==> src/rtl/rtc_bus_ctrl.sv <==
// Phased bus controller for a multiplexed-address/data RTC behind a PicoBlaze port.
// Optional BCD sanity check on read bytes: define RTC_BUS_BCD_CHECK_EN.
module rtc_bus_ctrl #(
  parameter int unsigned PHASE_CYCLES = 4
) (
  input  logic       clk_i,
  input  logic       rst_n_i,
  input  logic       start_i,
  input  logic       rw_i,
  input  logic [7:0] addr_i,
  input  logic [7:0] wdata_i,
  output logic [7:0] rdata_o,
  output logic       busy_o,
  output logic       done_o,
  output logic       err_o,
  output logic       rtc_cs_n_o,
  output logic       rtc_rd_n_o,
  output logic       rtc_wr_n_o,
  output logic       rtc_ad_o,
  output logic [7:0] ad_o,
  output logic       ad_oe_o,
  input  logic [7:0] ad_i
);

  typedef enum logic [2:0] {
    S_IDLE  = 3'd0,
    S_ADDR  = 3'd1,
    S_GAP   = 3'd2,
    S_DATA  = 3'd3,
    S_RECOV = 3'd4
  } state_t;

  localparam logic [7:0] PHASE_LAST = 8'(PHASE_CYCLES - 1);

  state_t     state_q, state_d;
  logic [7:0] cnt_q, cnt_d;
  logic       rw_q, rw_d;
  logic [7:0] addr_q, addr_d;
  logic [7:0] wdata_q, wdata_d;
  logic [7:0] rdata_q;
  logic       busy_q, done_q;
  logic       cs_n_q, rd_n_q, wr_n_q, ad_sel_q, oe_q;
  logic [7:0] ado_q;
  logic       cs_n_d, rd_n_d, wr_n_d, ad_sel_d, oe_d;
  logic [7:0] ado_d;
  logic       accept_s, phase_end_s, capture_s, done_d;

  assign phase_end_s = (cnt_q == PHASE_LAST);
  assign capture_s   = (state_q == S_DATA) && phase_end_s && rw_q;
  assign done_d      = (state_q == S_RECOV) && phase_end_s;

  // State register and phase counter
  always_ff @(posedge clk_i) begin
    if (!rst_n_i) begin
      state_q <= S_IDLE;
      cnt_q   <= 8'd0;
    end else begin
      state_q <= state_d;
      cnt_q   <= cnt_d;
    end
  end

  // Next state; every non-idle phase runs PHASE_CYCLES cycles then advances
  always_comb begin
    state_d  = state_q;
    cnt_d    = 8'd0;
    accept_s = 1'b0;
    case (state_q)
      S_IDLE: begin
        if (start_i) begin
          state_d  = S_ADDR;
          accept_s = 1'b1;
        end else begin
          state_d = S_IDLE;
        end
      end
      S_ADDR, S_GAP, S_DATA, S_RECOV: begin
        if (phase_end_s) begin
          cnt_d = 8'd0;
          case (state_q)
            S_ADDR:  state_d = S_GAP;
            S_GAP:   state_d = S_DATA;
            S_DATA:  state_d = S_RECOV;
            default: state_d = S_IDLE;
          endcase
        end else begin
          cnt_d = cnt_q + 8'd1;
        end
      end
      default: begin
        state_d = S_IDLE;
        cnt_d   = 8'd0;
      end
    endcase
  end

  // Transaction operands are captured only on an accepted start
  always_comb begin
    rw_d    = rw_q;
    addr_d  = addr_q;
    wdata_d = wdata_q;
    if (accept_s) begin
      rw_d    = rw_i;
      addr_d  = addr_i;
      wdata_d = wdata_i;
    end else begin
      rw_d    = rw_q;
    end
  end

  // Bus pins are decoded from the upcoming state so the flops present them glitch-free
  always_comb begin
    cs_n_d   = 1'b1;
    rd_n_d   = 1'b1;
    wr_n_d   = 1'b1;
    ad_sel_d = 1'b1;
    oe_d     = 1'b0;
    ado_d    = 8'h00;
    case (state_d)
      S_ADDR: begin
        cs_n_d   = 1'b0;
        ad_sel_d = 1'b0;
        wr_n_d   = 1'b0;
        oe_d     = 1'b1;
        ado_d    = addr_d;
      end
      S_DATA: begin
        cs_n_d = 1'b0;
        if (rw_d) begin
          rd_n_d = 1'b0;
        end else begin
          wr_n_d = 1'b0;
          oe_d   = 1'b1;
          ado_d  = wdata_d;
        end
      end
      default: begin
        cs_n_d = 1'b1;
      end
    endcase
  end

  // Operand latches, read capture and registered outputs
  always_ff @(posedge clk_i) begin
    if (!rst_n_i) begin
      rw_q     <= 1'b0;
      addr_q   <= 8'h00;
      wdata_q  <= 8'h00;
      rdata_q  <= 8'h00;
      busy_q   <= 1'b0;
      done_q   <= 1'b0;
      cs_n_q   <= 1'b1;
      rd_n_q   <= 1'b1;
      wr_n_q   <= 1'b1;
      ad_sel_q <= 1'b1;
      oe_q     <= 1'b0;
      ado_q    <= 8'h00;
    end else begin
      rw_q     <= rw_d;
      addr_q   <= addr_d;
      wdata_q  <= wdata_d;
      rdata_q  <= capture_s ? ad_i : rdata_q;
      busy_q   <= (state_d != S_IDLE);
      done_q   <= done_d;
      cs_n_q   <= cs_n_d;
      rd_n_q   <= rd_n_d;
      wr_n_q   <= wr_n_d;
      ad_sel_q <= ad_sel_d;
      oe_q     <= oe_d;
      ado_q    <= ado_d;
    end
  end

`ifdef RTC_BUS_BCD_CHECK_EN
  function automatic logic bcd_bad(input logic [7:0] b);
    return (b[7:4] > 4'd9) || (b[3:0] > 4'd9);
  endfunction

  logic err_q;

  // Error flag follows the last captured byte and clears when a new transaction starts
  always_ff @(posedge clk_i) begin
    if (!rst_n_i) begin
      err_q <= 1'b0;
    end else if (accept_s) begin
      err_q <= 1'b0;
    end else if (capture_s) begin
      err_q <= bcd_bad(ad_i);
    end else begin
      err_q <= err_q;
    end
  end

  assign err_o = err_q;
`else
  assign err_o = 1'b0;
`endif

  assign rdata_o    = rdata_q;
  assign busy_o     = busy_q;
  assign done_o     = done_q;
  assign rtc_cs_n_o = cs_n_q;
  assign rtc_rd_n_o = rd_n_q;
  assign rtc_wr_n_o = wr_n_q;
  assign rtc_ad_o   = ad_sel_q;
  assign ad_oe_o    = oe_q;
  assign ad_o       = ado_q;

endmodule
==> config.mk <==
export PLATFORM = sky130hd
export DESIGN_NAME = rtc_bus_ctrl
export DESIGN_NICKNAME = d
export VERILOG_FILES = /design/src/rtl/rtc_bus_ctrl.sv
export SDC_FILE = /design/constraint.sdc
export NUM_CORES = 1
export LEC_CHECK = 0
export ABC_AREA = 1
export BUFFER_PORTS_ARGS = -buffer_cell sky130_fd_sc_hd__clkbuf_2
export CORE_MARGIN = 1
export CORE_UTILIZATION = 55
export CTS_BUF_LIST = sky130_fd_sc_hd__clkbuf_2
export CTS_CLUSTER_DIAMETER = 200
export DETAILED_ROUTE_END_ITERATION = 16
export GPL_ROUTABILITY_DRIVEN = 0
export HOLD_SLACK_MARGIN = 0.12
export PLACE_DENSITY = 0.88
export SLEW_MARGIN = 20
export SYNTH_ARGS = -nofsm -noshare
export SYNTH_HDL_FRONTEND = slang
export SYNTH_SLANG_ARGS = --single-unit
==> constraint.sdc <==
create_clock -name clk_i -period 1.9 [get_ports clk_i]
set_input_delay 0.19 -clock clk_i [delete_from_list [all_inputs] [get_ports clk_i]]
set_output_delay 0.19 -clock clk_i [all_outputs]
set_load 0.02 [all_outputs]
# Yosys cells after proc, flatten, opt, wreduce, memory -nomap -nowiden
# Index checks and enable logic that the tools add are counted.
[totals] ramBits=0 wordCells=50 n_memories=0 inputBits=28 regBits=51 latch_bits=0 romBits=0
[op_classes] add_sub_neg=1 bitwise_logic=2 magnitude_cmp=0 eq_ne=7 n_reduce_logical=9 mul=0 div=0 muxes=17 n_shift=0
[op_table] cell="$mux W8" count=3
[op_table] cell="$pmux W8 S2" count=1
[op_table] cell="$eq A3 B2 Y1 const B" count=3
[op_table] cell="$pmux W3 S3" count=1
[op_table] cell="$add A8 B1 Y8 const B" count=1
[op_table] cell="$eq A8 B2 Y1 const B" count=1
[op_table] cell="$mux W1" count=8
[op_table] cell="$eq A3 B1 Y1 const B" count=2
[op_table] cell="$pmux W3 S2" count=1
[op_table] cell="$pmux W1 S2" count=2
[op_table] cell="$reduce_or A4 Y1" count=1
[op_table] cell="$eq A3 B3 Y1 const B" count=1
[op_table] cell="$logic_and A1 B1 Y1" count=3
[op_table] cell="$logic_not A3 Y1" count=1
[op_table] cell="$mux W3" count=1
[op_table] cell="$reduce_bool A3 Y1" count=1
[op_table] cell="$reduce_or A3 Y1" count=1
[op_table] cell="$not A1 Y1" count=2
[op_table] cell="$reduce_and A2 Y1" count=1
[op_table] cell="$reduce_or A2 Y1" count=1

# Longest topological paths before layout
# Gate-level depths: netlist (run 1).
[logic_depth] ltp_word=7 mapped_depth=11 depth_no_buf=11

# Worst setup path before layout (run 1)
# Ideal clock, no wire load.
[synth_timing] kind="reg2reg" from="register cnt_q[0]" to="register rdata_q[0], in the netlist rdata_o[0]" path_slack_ns=0.426 path_stages_with_launch=10 arrival_ns=1.362 setup_ns=0.113 cell_sequence="dfxtp_1 > ha_1 > nand2_2 > nor2_2 > nand3_1 > inv_1 > nand4_4 > buf_6 > nor2_1 > nor2_1"
[synth_via] elab_chain_len=3
[synth_lines] element="from (decl)" line_no="36" rtl="logic [7:0] cnt_q, cnt_d;"
[synth_lines] element="from (signal assigned)" line_no="59" rtl="cnt_q <= cnt_d;"
[synth_lines] element="$eq A8 B2 Y1" line_no="48" rtl="assign phase_end_s = (cnt_q == PHASE_LAST);"
[synth_lines] element="$logic_and A1 B1 Y1 (2 in a row)" line_no="49" rtl="assign capture_s = (state_q == S_DATA) && phase_end_s && rw_q;"
[synth_lines] element="to (signal assigned)" line_no="162" rtl="rdata_q <= capture_s ? ad_i : rdata_q;"
[synth_lines] element="to (decl)" line_no="40" rtl="logic [7:0] rdata_q;"
# No other way between the ends.
# A chain may end at the register's enable or synchronous reset.

# Worst setup path after layout (run 1)
[layout_timing] from="register cnt_q[0]" to="register ado_q[3], in the netlist ad_o[3]"
[layout_via] elab_chain_len=5
[layout_lines] element="$eq A8 B2 Y1 (*)" line_no="48"
[layout_lines] element="$mux W3 (*)" line_no="78" rtl="if (phase_end_s) begin"
[layout_lines] element="$pmux W3 S2 (*)" line_no="68" rtl="case (state_q)"
[layout_lines] element="$eq A3 B2 Y1 / $eq A3 B1 Y1 (equally long branches)" line_no="119" rtl="case (state_d)"
[layout_lines] element="$pmux W8 S2 (*)" line_no="119"
[layout_lines] element="to (signal assigned)" line_no="170" rtl="ado_q <= ado_d;"
[layout_lines] element="to (decl)" line_no="43" rtl="logic [7:0] ado_q;"
# Every way passes the cells marked *; elsewhere a longest branch is shown, timed or not.

==> reports/qor.yml, run 1 <==
status: "complete, no violations"
cpPeakStageDelay_ns: 0.41
syn_inst: 294
finClkSkew_ns: 0.01624
cts_tree: "yes"
grt_use_met3_pct: 6.250
clk_path_buf_depth: 2
final_max_slew_viol_count: 0
start_kind: "flip-flop"
htreeDepth: 2
synth_area_per_cell_um2: 7.588
clk_pin_slew_ns: 0.25
finalInstanceArea_mm2: 0.002798
tns_ns: 0
port_buffers: 50
crit_arrival_ns: 2.07
grt_pass1_vias: 1873
holdWs_ns: 0.2892
start_util_pct: 59.16
cp.depth: 9
wirelength_um: 4897
p_seq_share_pct: 56.5
ant_nets: 0
power_frac_comb_pct: 15.9
layout.cells.most_common: "clkbuf_2"
num_rows: 22
drt-wirelength-per-cell_um: 11.74
drt_first_pass_iters: 4
drv_cap: 0
die-area_mm2: 0.004315
critPathKind: "reg2reg"
grt_setup_unrepaired: "false"
crit_buf_inv: 1
clkSinkCount: 51
synth_xor_xnor_area_share_pct: 0
synth-simple-area-share_pct: 31.13
setup_violations: 0
grt_pass1_wl_um: 7886
vias_per_cell: 4.906
placed_area_mm2: 0.002469
crit_path_top_delay_cell: "dfxtp_1"
synth_warnings: 0
grt_max_degree: 29
drc: 0
synth_cell_type_count: 31
synth_fp_nets: 323
swShare_pct: 26.72
worst-r2r-setup-slack_ns: 0.20
min_delay_path_depth: 4
dp_slack_ns: 0.1743
p_sw_mw: 0.5383
nets: 397
setup_ws_ns: 0.1978
antenna_found_initial: 0
synth_seq_cells: 51
die_w_um: 65.69
synth-compound-area-share_pct: 9.478
mostFrequentLayoutCells: "clkbuf_2, dfxtp_1, nor2_1, nand2_1, inv_1"
syn_area_mm2: 0.002231
grt_overflow: 0
layout-drive-gt1-share_pct: 26.02
grt.busiest_layer: "met2"
cp.required_ns: 2.27
cp_cell_sequence: "ha_1 -> nand3_1 -> nor2_1 -> nand2_1 -> nand2_1 -> nand2_4 -> inv_2 -> nand3_1 -> a21oi_1"
use_met2_pct: 44.01
diodes: 0
core_area_mm2: 0.003771
vias: 2046
finalHoldViolations: 0
synth_top_family_by_area: "simple AND/OR/NAND/NOR gates"
fmax_ghz: 0.5875
grtUsageMet1_pct: 26.92
post_cts_buffers: 0
drtIter0Drc: 104
num-fill-cells: 285
cpLargestDelayFamily: "simple AND/OR/NAND/NOR gates"
cts_buffers: 5
p_int_mw: 1.476
synthAdderAreaFrac_pct: 0.5609
hpwlAfterDp_um: 3111
end_kind: "flip-flop"
clock_latency_ns: 0.44
instances_no_fill: 417
dp.cells: 383
ir_drop_mv: 0.6276
p_leak_nw: 1.397
cts_root_buffer: "clkbuf_2"
period_needed_ns: 1.702
cp_max_fo: 12
pin_count: 52
p_clk_share_pct: 27.6
syn_to_final_growth_pct: 25.41
fin_crit_sh_pct: 89.59
die_h_um: 65.69
grt_usage_pct: 24.51
ys_seq_area_share_pct: 45.77
synth.area.mux_share_pct: 0
r2r_cells: 9
power_density_mw_per_mm2: 720.0
hp-class: "in2reg"
==> stage by stage <==
| stage | utilization (%) | power [mW] |
|---|---|---|
| floorplan | - | 1.359 |
| global route | 74.19 | 2.116 |
| CTS | 74.05 | 2.024 |
| finish | 74.19 | 2.014 |
| detailed placement | 65.46 | 1.431 |
| global placement | 65.46 | 1.423 |
==> Yosys cell counts (all sizes together) <==
master / instances / area share, %
nand2: 56 / 11
nor2: 55 / 10
inv: 52 / 8.7
dfxtp: 51 / 46
nand3: 28 / 7.3
a21oi: 13 / 2.9
o21a: 9 / 3.1
o21ai: 9 / 3.2
buf: 8 / 3.4
nor3: 3 / 0.67
nand4: 2 / 1.2
a31oi: 1 / 0.28
clkbuf: 1 / 0.17
conb: 1 / 0.17
dlymetal6s2s: 1 / 0.56
ha: 1 / 0.56
nor3b: 1 / 0.34
nor4: 1 / 0.28
or2: 1 / 0.28
==> layer usage <==
metal / share of wire [%] / vias to the layer above
met5: 0 / -
met4: 2.3 / 0
met3: 5.0 / 11
met2: 51 / 69
met1: 42 / 915
li1: - / 1051
==> kinds of logic (layout without fill, tap and decap cells) <==
kind of cell               after synthesis  after routing
AOI/OAI and AO/OA                       32             32
adders and majority gates                1              1
buffers and inverters                   62            137
DFF                                     51             51
other                                    1              1
and+or+nand+nor                        147            147
==> repair_timing <==
item	in CTS	in global routing
gates resized for setup	0	1
endpoints found under the setup margin	0	3
hold buffers	26	0
endpoints found under the hold margin	26	0
==> power groups by stage <==
stage / logic, mW / registers (mW) / clock network, mW
final: 0.320 / 1.14 / 0.556
after global routing: 0.356 / 1.14 / 0.615
after CTS: 0.317 / 1.14 / 0.569
after detailed placement: 0.272 / 1.16 / 0
after global placement: 0.266 / 1.16 / 0
after floorplan: 0.183 / 1.18 / 0
==> path summary, 6_finish.rpt <==
check | startpoint | endpoint
max | cnt_q[0]$_SDFF_PP0_ | ad_o[3]$_SDFF_PN0_
max reg2reg | cnt_q[0]$_SDFF_PP0_ | ad_o[3]$_SDFF_PN0_
min | start_i | rw_q$_SDFF_PN0_
min reg2reg | cnt_q[0]$_SDFF_PP0_ | cnt_q[0]$_SDFF_PP0_
==> registers in the layout, summed over array words and instances (netlist names), 3 cells and up <==
name     flops
state_q      3
cnt_q        8
rdata_o      8
wdata_q      8
ad_o         8
addr_q       8
==> worst reg2reg max path, cell delays in order, from the launching register on <==
cell and delay [ns]:
dfxtp_1 0.41, ha_1 0.24, nand3_1 0.10, nor2_1 0.16, nand2_1 0.07, nand2_1 0.10
nand2_4 0.11, inv_2 0.16, nand3_1 0.11, a21oi_1 0.18
==> area by class of cell <==
class | count | area [um^2] | area share [%]
Clock buffer | 5 | 25.02 | 0.8945
Clock inverter | 3 | 38.79 | 1.386
Inverter | 52 | 195.2 | 6.977
Multi-Input combinational cell | 181 | 927.1 | 33.14
Sequential cell | 51 | 1021 | 36.49
Tap cell | 48 | 60.06 | 2.147
Timing Repair Buffer | 77 | 530.5 | 18.96
(Power assumes the default switching activity.)
==> run 2, diff against run 1 <==
--- a/config.mk
+++ b/config.mk
@@ -5,16 +5,14 @@
 export SDC_FILE = /design/constraint.sdc
 export NUM_CORES = 1
 export LEC_CHECK = 0
-export ABC_AREA = 1
 export BUFFER_PORTS_ARGS = -buffer_cell sky130_fd_sc_hd__clkbuf_2
-export CORE_MARGIN = 1
 export CORE_UTILIZATION = 55
 export CTS_BUF_LIST = sky130_fd_sc_hd__clkbuf_2
 export CTS_CLUSTER_DIAMETER = 200
 export DETAILED_ROUTE_END_ITERATION = 16
 export GPL_ROUTABILITY_DRIVEN = 0
 export HOLD_SLACK_MARGIN = 0.12
-export PLACE_DENSITY = 0.88
+export PLACE_DENSITY = 0.89
 export SLEW_MARGIN = 20
 export SYNTH_ARGS = -nofsm -noshare
 export SYNTH_HDL_FRONTEND = slang
==> run 2 against run 1 <==
Net effect:
- flip-flop and latch count unchanged
- worst hold slack got worse by 0.16 ns
- first-iteration DRC count decreased by 3.8%
- total power increased by 1.8%
- fmax decreased by 9.9%
- combinational power about the same
- area after synthesis decreased by 2.0%
- critical path type unchanged
- highest routed layer unchanged
- die area decreased by 1.9%
- register-to-register slack got worse by 0.19 ns
- final area increased by 7.3%
==> reports/qor.yml, run 2 <==
status: "complete, no violations"
placed_area_mm2: 0.002576  # +4.4%
pin_count: 52  # unchanged
cpPeakStageDelay_ns: 0.50  # +0.09 ns
end_kind: "flip-flop"
cts_buffers: 5  # unchanged
cp_max_fo: 4  # -8
synth_area_per_cell_um2: 10.22  # +35%
syn_area_mm2: 0.002187  # -2.0%
cts_root_buffer: "clkbuf_2"
synth_warnings: 0  # unchanged
die_w_um: 65.06  # -0.96%
grt_usage_pct: 25.30  # +0.78 points
htreeDepth: 2  # unchanged
setup_violations: 0  # unchanged
synth.area.top_cells: "dfxtp_1, mux2i_1, nand3b_1"
mostFrequentLayoutCells: "clkbuf_2, dfxtp_1, dlygate4sd3_1, nand2_1"
cp.required_ns: 2.27  # about the same
core_area_mm2: 0.003744  # -0.73%
fmax_ghz: 0.5295  # -9.9%
grt_pass1_vias: 1835  # -2.0%
min_to: "ad_o[3]$_SDFF_PN0_"
grt_setup_unrepaired: "true"
yosys.area.top_type: "dfxtp_1"
start_kind: "flip-flop"
critPathKind: "reg2reg"
wirelength_um: 5173  # +5.6%
min_delay_path_depth: 3  # -1
p_leak_nw: 1.288  # -7.8%
drtIter0Drc: 100  # -3.8%
power.total_mw: 2.050  # +1.8%
ys_seq_area_share_pct: 46.68  # +0.92 points
met2_length_um: 2635  # +6.6%
antenna_found_initial: 0  # unchanged
synth_fp_nets: 243  # -25%
power_density_mw_per_mm2: 682.8  # -5.2%
synth_seq_cells: 51  # unchanged
r2r-end: "ad_o[6]$_SDFF_PN0_"
layout-drive-gt1-share_pct: 31.83  # +5.8 points
clock_latency_ns: 0.45  # about the same
grt_pass1_wl_um: 8128  # +3.1%
drt-wirelength-per-cell_um: 14.41  # +23%
drt_first_pass_iters: 4  # unchanged
crit_path_top_delay_cell: "or4b_4"
r2r-start: "cnt_q[1]$_SDFF_PP0_"
final_max_slew_viol_count: 0  # unchanged
drv_cap: 0  # unchanged
syn_to_final_growth_pct: 37.30
hpwlAfterDp_um: 3224  # +3.6%
finalHoldViolations: 0  # unchanged
wl_met3_um: 228  # -7.7%
nets: 339  # -15%
vias: 1935  # -5.4%
clkSinkCount: 51  # unchanged
met1_length_um: 2154  # +4.5%
vias_per_cell: 5.390  # +9.9%
num_rows: 22  # unchanged
finClkSkew_ns: 0.02770  # +0.01147 ns
clk_path_buf_depth: 2  # unchanged
fin_crit_sh_pct: 99.41  # +9.8 points
synth-edff-count: 0  # unchanged
min_from: "rw_i"
start_util_pct: 58.42  # -0.73 points
ir_drop_mv: 0.4090  # -35%
highest_layer: "met4"
cts_tree: "yes"
synth-main-ff-cell: "dfxtp_1"
yosysMostFrequentCell: "dfxtp_1"
hp-class: "in2reg"
yosysTopAreaCellShare_pct: 46.68  # +0.92 points
die_h_um: 65.06  # -0.96%
die-area_mm2: 0.004233  # -1.9%
worst-r2r-setup-slack_ns: 0.01  # -0.19 ns
synthArstFlopShare_pct: 0  # unchanged
num-fill-cells: 246  # -14%
drc: 0  # unchanged
synthTopCellsByCount: "dfxtp_1, nand2_1, nor2b_1"
crit_arrival_ns: 2.26  # +0.19 ns
period_needed_ns: 1.889  # +0.1865 ns
layout.cells.most_common: "clkbuf_2"
grt_max_degree: 20  # -31%
finalInstanceArea_mm2: 0.003003  # +7.3%
ant_nets: 0  # unchanged
diodes: 0  # unchanged
syn_inst: 214  # -27%
grt_overflow: 0  # unchanged
synth_cell_type_count: 36  # +16%
cp_cell_sequence: "ha_4 -> or4b_4 -> o21a_1 -> buf_4 -> nor3b_1 -> a311oi_2"
clk_pin_slew_ns: 0.27  # +0.02 ns
r2r_cells: 6  # -3
port_buffers: 50  # unchanged
-- run 2: cell types whose count changed in the layout (fill, tap and decap cells not counted), moves of 10 or more --
cell / previous run / this run
nand2_1: 44 / 22
nor2b_1: 0 / 18
nor2_1: 50 / 12
buf_4: 0 / 18
inv_1: 44 / 1
nand3b_1: 0 / 17
nand3_1: 25 / 7
nand2_2: 10 / 0
mux2i_1: 0 / 17
a21oi_1: 13 / 2
-- run 2: cells by family after synthesis --
kind of cell | Yosys count | synth area share, %
AO/OA/AOI/OAI | 24 | 10.87
XOR/XNOR | 7 | 2.803
adder cells (fa/ha/maj) | 1 | 0.5720
buffers and inverters | 13 | 3.203
flip-flops | 51 | 46.68
multiplexers | 17 | 7.780
other | 1 | 0.1715
AND/OR/NAND/NOR | 100 | 27.92
-- run 2: layout make-up --
type	instances	area (um^2)	area share (%)
multi-input combinational	150	1127	37.54
sequential	51	1027	34.21
clock buffer	5	25.02	0.8333
inverter	2	7.507	0.2500
tap	48	60.06	2.000
clock inverter	3	47.55	1.583
timing repair buffer	100	708.2	23.58
-- run 2: routing by layer --
metal	up-vias	GRT usage [%]
met5	-	0
met4	0	12.77
met3	15	4.930
met2	64	43.75
met1	919	29.50
li1	937	-
-- run 2: worst max-delay path by stage --
stage,startpoint,end
detailed placement,cnt_q[1]$_SDFF_PP0_,ad_o[4]$_SDFF_PN0_
finish,cnt_q[1]$_SDFF_PP0_,ad_o[6]$_SDFF_PN0_
global placement,cnt_q[1]$_SDFF_PP0_,ad_o[1]$_SDFF_PN0_
CTS,cnt_q[1]$_SDFF_PP0_,ad_o[6]$_SDFF_PN0_
floorplan,cnt_q[1]$_SDFF_PP0_,state_q[1]$_SDFF_PN0_
global route,cnt_q[1]$_SDFF_PP0_,rtc_rd_n_o$_SDFF_PN1_
-- run 2: what timing repair did --
action / CTS / global route
buffers inserted: 0 / 4
hold buffers: 30 / 0
gates resized for setup: 2 / 6
endpoints found under the hold margin: 36 / 0
setup endpoints to repair: 9 / 13
-- run 2: where the power goes --
group / switching [mW] / total [mW] / internal [mW]
combinational: 0.156 / 0.323 / 0.167
sequential: 0.0218 / 1.14 / 1.12
clock: 0.358 / 0.588 / 0.230
total: 0.536 / 2.05 / 1.51
-- run 2: worst max-delay path, delay by kind of cell, from the launching register on --
family | cells | cell delay [ns]
AO/OA/AOI/OAI | 2 | 0.30
flip-flops | 1 | 0.41
adder cells (fa/ha/maj) | 1 | 0.15
buffers and inverters | 1 | 0.15
AND/OR/NAND/NOR | 2 | 0.82
-- run 2: stage by stage --
stage	hold slack (ns)	util, %	TNS (ns)	std cells	setup WS, ns
global placement	0.4281	68.82	-0.2413	317	-0.02924
finish	0.1337	80.21	0	359	0.01130
CTS	0.1352	78.84	0	355	0.03552
global route	0.1377	80.21	-0.1239	359	-0.02979
floorplan	0.3248	-	0	214	0.01589
detailed placement	0.4364	68.82	-1.014	317	-0.1250
